[src/rtl/ps2_note_scheduler.sv]
// ps2_note_scheduler: PS/2 byte stream to single-voice note/gate control with last-pressed priority
module ps2_note_scheduler #(
    parameter bit RELEASE_FALLBACK = 1'b1
) (
    input  logic        CLOCK_50,
    input  logic        reset,
    input  logic        ps2_key_pressed,
    input  logic [7:0]  ps2_key_data,
    output logic [3:0]  note,
    output logic        note_in,
    output logic        note_trig,
    output logic        octave_minus_minus,
    output logic        octave_plus_plus,
    output logic        sustain,
    output logic [11:0] held_mask
);
    localparam logic [1:0] IDLE = 2'd0, BRK = 2'd1, EXT = 2'd2, EXT_BRK = 2'd3;
    logic [1:0]  st;
    logic        oct_dn_held, oct_up_held, sus_held;
    logic        key_hit, is_make, is_brk;
    logic [3:0]  key_idx, low_idx;
    logic [11:0] rest_mask;
    always_comb begin
        key_hit = 1'b1;
        key_idx = 4'd0;
        case (ps2_key_data)
            8'h1C: key_idx = 4'd0;
            8'h1D: key_idx = 4'd1;
            8'h1B: key_idx = 4'd2;
            8'h24: key_idx = 4'd3;
            8'h23: key_idx = 4'd4;
            8'h2B: key_idx = 4'd5;
            8'h2C: key_idx = 4'd6;
            8'h34: key_idx = 4'd7;
            8'h35: key_idx = 4'd8;
            8'h33: key_idx = 4'd9;
            8'h3C: key_idx = 4'd10;
            8'h3B: key_idx = 4'd11;
            default: key_hit = 1'b0;
        endcase
    end
    assign rest_mask = held_mask & ~(12'd1 << key_idx);
    // Fallback target: lowest still-held key once this one is released
    always_comb begin
        low_idx = 4'd0;
        for (int i = 11; i >= 0; i--)
            if (rest_mask[i]) low_idx = 4'(i);
    end
    assign is_make = ps2_key_pressed && st == IDLE && ps2_key_data != 8'hF0 && ps2_key_data != 8'hE0;
    assign is_brk  = ps2_key_pressed && st == BRK;
    always_ff @(posedge CLOCK_50 or posedge reset) begin
        if (reset) begin
            st                 <= IDLE;
            note               <= 4'd0;
            note_in            <= 1'b0;
            note_trig          <= 1'b0;
            octave_minus_minus <= 1'b0;
            octave_plus_plus   <= 1'b0;
            sustain            <= 1'b0;
            held_mask          <= 12'd0;
            oct_dn_held        <= 1'b0;
            oct_up_held        <= 1'b0;
            sus_held           <= 1'b0;
        end else begin
            note_trig          <= 1'b0;
            octave_minus_minus <= 1'b0;
            octave_plus_plus   <= 1'b0;
            if (ps2_key_pressed)
                case (st)
                    IDLE:    st <= (ps2_key_data == 8'hF0) ? BRK : (ps2_key_data == 8'hE0) ? EXT : IDLE;
                    EXT:     st <= (ps2_key_data == 8'hF0) ? EXT_BRK : IDLE;
                    default: st <= IDLE;
                endcase
            if (is_make) begin
                if (key_hit && !held_mask[key_idx]) begin
                    held_mask[key_idx] <= 1'b1;
                    note               <= key_idx;
                    note_in            <= 1'b1;
                    note_trig          <= 1'b1;
                end
                case (ps2_key_data)
                    8'h1A: begin
                        octave_minus_minus <= !oct_dn_held;
                        oct_dn_held        <= 1'b1;
                    end
                    8'h22: begin
                        octave_plus_plus <= !oct_up_held;
                        oct_up_held      <= 1'b1;
                    end
                    8'h0D: begin
                        sus_held <= 1'b1;
                        if (!sus_held) begin
                            sustain <= !sustain;
                            if (sustain && held_mask == 12'd0) note_in <= 1'b0;
                        end
                    end
                    default: ;
                endcase
            end
            if (is_brk) begin
                if (key_hit) begin
                    held_mask <= rest_mask;
                    if (key_idx == note) begin
                        if (RELEASE_FALLBACK && rest_mask != 12'd0) note <= low_idx;
                        else note_in <= sustain;
                    end
                end
                case (ps2_key_data)
                    8'h1A:   oct_dn_held <= 1'b0;
                    8'h22:   oct_up_held <= 1'b0;
                    8'h0D:   sus_held    <= 1'b0;
                    default: ;
                endcase
            end
        end
    end
endmodule

[config.mk]
export PLATFORM = sky130hd
export DESIGN_NAME = ps2_note_scheduler
export DESIGN_NICKNAME = d
export VERILOG_FILES = /design/src/rtl/ps2_note_scheduler.sv
export SDC_FILE = /design/constraint.sdc
export NUM_CORES = 1
export LEC_CHECK = 0
export CORE_MARGIN = 1
export CORE_UTILIZATION = 45
export CTS_BUF_LIST = sky130_fd_sc_hd__clkbuf_8
export CTS_CLUSTER_SIZE = 24
export DETAILED_ROUTE_END_ITERATION = 6
export GPL_TIMING_DRIVEN = 0
export PLACE_DENSITY = 0.67
export SKIP_LAST_GASP = 1
export SLEW_MARGIN = 30
export SYNTH_ARGS = -nofsm -noshare
export SYNTH_HDL_FRONTEND = slang
export SYNTH_SLANG_ARGS = --single-unit
[constraint.sdc]
create_clock -name CLOCK_50 -period 2.7 [get_ports CLOCK_50]
set_input_delay 0.81 -clock CLOCK_50 [delete_from_list [all_inputs] [get_ports CLOCK_50]]
set_output_delay 0.81 -clock CLOCK_50 [all_outputs]
set_load 0.02 [all_outputs]
==> results.env <==
PORT_BUFFER_CELLS=29
MAX_CAP_VIOLATIONS=0
NUMBER_OF_VIAS_AFTER_DETAILED_ROUTING=2264
TIMING.SLEW.HEADROOM=0.548
SETUP_REPAIR_AFTER_GLOBAL_ROUTING_MISSED_ITS_MARGIN='yes'
CLOCK_LATENCY_REPORTED_FOR_THE_LATE_SIDE_OF_THE_WORST_SKEW_PAIR_NS=0.29
SLEW_VIOL_FINAL=0
FLOORPLAN.CORE_AREA_SQ_UM=4140
PLACE_HPWL_MM=4.34
NUMBER_OF_REGISTER_BITS_INFERRED_BY_SYNTHESIS=26
AREA_GROWTH_PCT=52.2
WORST_SLEW_PIN_SLEW_NS=0.677
CLOCK_SINKS=26
VIAS_PER_CELL=6.49
SYN-INSTANCE-COUNT=236
RUN_STATUS='finished, violations left'
MAPPEDNETLISTAREA_SQ_UM=2010
FINAL_LAYOUT_SIZE_SUFFIX_GT1_FRAC=0.314
DRT-TOTAL-WL_MM=6.85
LAYOUT_WORST_PATH_CYCLE_SHARE=1.12
GRT_MAX_DEGREE=27
CTSHTREEMAXLEVEL=1
MAX_FREQ_MHz=330
DRT_PRE_ANTENNA_ITERS=4
FINAL_COUNT_OF_NEGATIVE_SETUP_SLACK_ENDPOINTS=18
WORST_HOLD_SLACK_NS=0.443
POST_SYNTH_MAIN_AREA_CONTRIBUTORS='dfrtp_1 32%, a21oi_1 7.7%, mux2i_1 3.5%'
POST-ROUTE-WORST-SETUP-SLACK_NS=-0.329
CELLLEAKAGEPOWER_nW=1.16
ANTENNA_CELLS_INSERTED=0
FAILING_CHECKS='setup timing'
SYNTH.YOSYS.SEQ_AREA_SHARE=0.324
CRIT_PATH_MAX_FANOUT=6
GR-TOTAL-OVERFLOW=0
ROUTED_WIRE_LENGTH_PER_INSTANCE_UM=19.6
DIE_AREA_SQ_UM=4730
GRT_PASS1_WL_MM=10.3
CTS.CLK_SLEW.WORST_PATHS_NS=0.10
POSTROUTEANTENNANETS=0
CTS-BUFFERS-INSERTED=3
CRITPATHKIND='input pin to flip-flop'
CTS.HOLD.BUFFERS_ADDED=0
GRT_PASS1_VIAS=2093
ROWS=23
ANTENNA_FOUND_INITIAL=0
CLOCK-ROOT-BUFFER='clkbuf_8'
SYNTH-EDFF-COUNT=0
CTS_TREE='yes'
FLOORPLAN.IO_PINS=32
POST-PLACE-WS_NS=-1.49
WORST-ENDPOINT-REQUIRED_NS=2.86
FINALWORSTPATHREQUIREDPERIOD_NS=3.03
CTS.PATH.MAX_BUFFERS=2
SYN-MEAN-INSTANCE-AREA_SQ_UM=8.50
FINALHOLDVIOLCOUNT=0
REMAINING_DRC_ERRORS=0
FINALWEIGHTEDCONGESTION=0.929
SYNTH_AREA_LEADER_CELL='dfrtp_1'
GLOBALROUTETOTALUTIL=0.304
FIRST_ITER_VIOLATIONS=146
POWERDENSITY_nW_PER_UM2=334
SYNTH_ASYNC_SR_FLOP_SHARE=1.00
YOSYS.CELL_TYPES.COUNT=63
FINAL_NET_COUNT=311
YOSYSMOSTFREQUENTCELL='a21oi_1'
TIMING.CLOCK.SKEW_NS=0.00762
HOLD_PATH.CLASS='flip-flop to flip-flop'
DIE-HEIGHT_UM=68.8
YS.FLOP_TYPE='dfrtp_1'
CRIT_PATH_END_KIND='flip-flop'
CHIP_WIDTH_UM=68.8
TOTAL_POWER_W=0.00102
CRIT_ARRIVAL_NS=3.19
PEAKVDDDROP_uV=217
FLOORPLAN.INITIALDENSITY=0.484
SYNTH_WARNINGS=0
SYNTH_TOP_AREA_FRAC=0.324
CRITICAL_PATH.STARTPOINT_TYPE='input pin'
SYNTH.TOP_CELLS.BY_COUNT='31 x a21oi_1, 26 x dfrtp_1, 18 x nor2_1'
SYN-NUM-NETS=247
sequential cells by signal, summed over array words and instances, names as in the netlist:
register and flops:
octave_minus_minus 1, octave_plus_plus 1, sus_held 1, held_mask 12
note_in 1, sustain 1, st 2, note_trig 1
note 4, oct_up_held 1, oct_dn_held 1
critical path: stages:
cell and delay [ns]:
buf_12 0.10, or3b_4 0.39, buf_8 0.14, o22ai_4 0.21
mux2_4 0.33, a311o_1 0.31, nor4_4 0.30, buf_6 0.15
buf_12 0.13, mux2i_2 0.22, mux2i_1 0.09
kinds of logic (layout without fill, tap and decap cells):
logic type,Yosys count,after routing,synth area share
and+or+nand+nor,98,98,0.296
AOI/OAI and AO/OA,81,81,0.273
DFF,26,26,0.324
buffers and inverters,17,80,0.0405
muxes,8,8,0.0405
xor gates and xnor gates,6,6,0.0262
layout by cell type, fill, tap and decap left out, drive strengths merged, types with 7 or more instances in the layout:
cell type	n
a21oi	31
buf	40
clkbuf	9
clkdlybuf4s50	23
dfrtp	26
mux2i	7
nand2	14
nand2b	7
nand4	7
nor2	18
nor3	9
o21ai	9
final timing paths:
| check | slack [ns] | to | from | depth (start not counted) |
|---|---|---|---|---|
| max | -0.33 | note[0]$_DFF_PP0_ | ps2_key_data[1] | 11 |
| min | 0.44 | octave_minus_minus$_DFF_PP0_ | oct_dn_held$_DFF_PP0_ | 1 |
| max reg2reg | 0.46 | note[0]$_DFF_PP0_ | st[1]$_DFFE_PP0P_ | 9 |
| min reg2reg | 0.44 | octave_minus_minus$_DFF_PP0_ | oct_dn_held$_DFF_PP0_ | 1 |
| max in group asynchronous | 1.45 | held_mask[7]$_DFF_PP0_ | reset | 2 |
| min in group asynchronous | 0.88 | st[1]$_DFFE_PP0P_ | reset | 2 |
area by class of cell:
cell class                 instances  area, sq um
fill                             301         1090
clock inverter                     1         30.0
inverter                           6         22.5
clock buffer                       3         41.3
multi-input combinational        193         1510
tap                               50         62.6
sequential                        26          651
buffer                            11          103
timing repair buffer              59          631
power by group:
group	internal, W	switching, W
Sequential	0.000406	0.0000278
Combinational	0.000122	0.000118
Clock	0.000199	0.000146
Total	0.000727	0.000292
metrics by stage:
stage                     cells  area [sq um]  utilization  setup TNS (ns)
after floorplan             236          2040            -           -9.09
after CTS                   343          2850        0.688           -2.31
after global routing        349          3050        0.737           -5.51
final                       349          3050        0.737           -4.56
after detailed placement    315          2400        0.579          -26.20
after global placement      315          2390        0.577          -30.93
timing repair:
item / 4_1_cts / 5_1_grt
endpoints found under the setup margin: 18 / 18
gates cloned: 1 / 1
pin swaps: 14 / 10
setup buffers: 23 / 5
resized for setup: 68 / 32
routing by layer:
layer,vias up,track usage,routed length [um],part of all wire
li1,1037,-,-,-
met1,1113,0.387,2950,0.43
met2,96,0.504,3280,0.48
met3,18,0.0395,413,0.060
met4,0,0.148,199,0.029
met5,-,0,0,0
(Power assumes the default switching activity.)
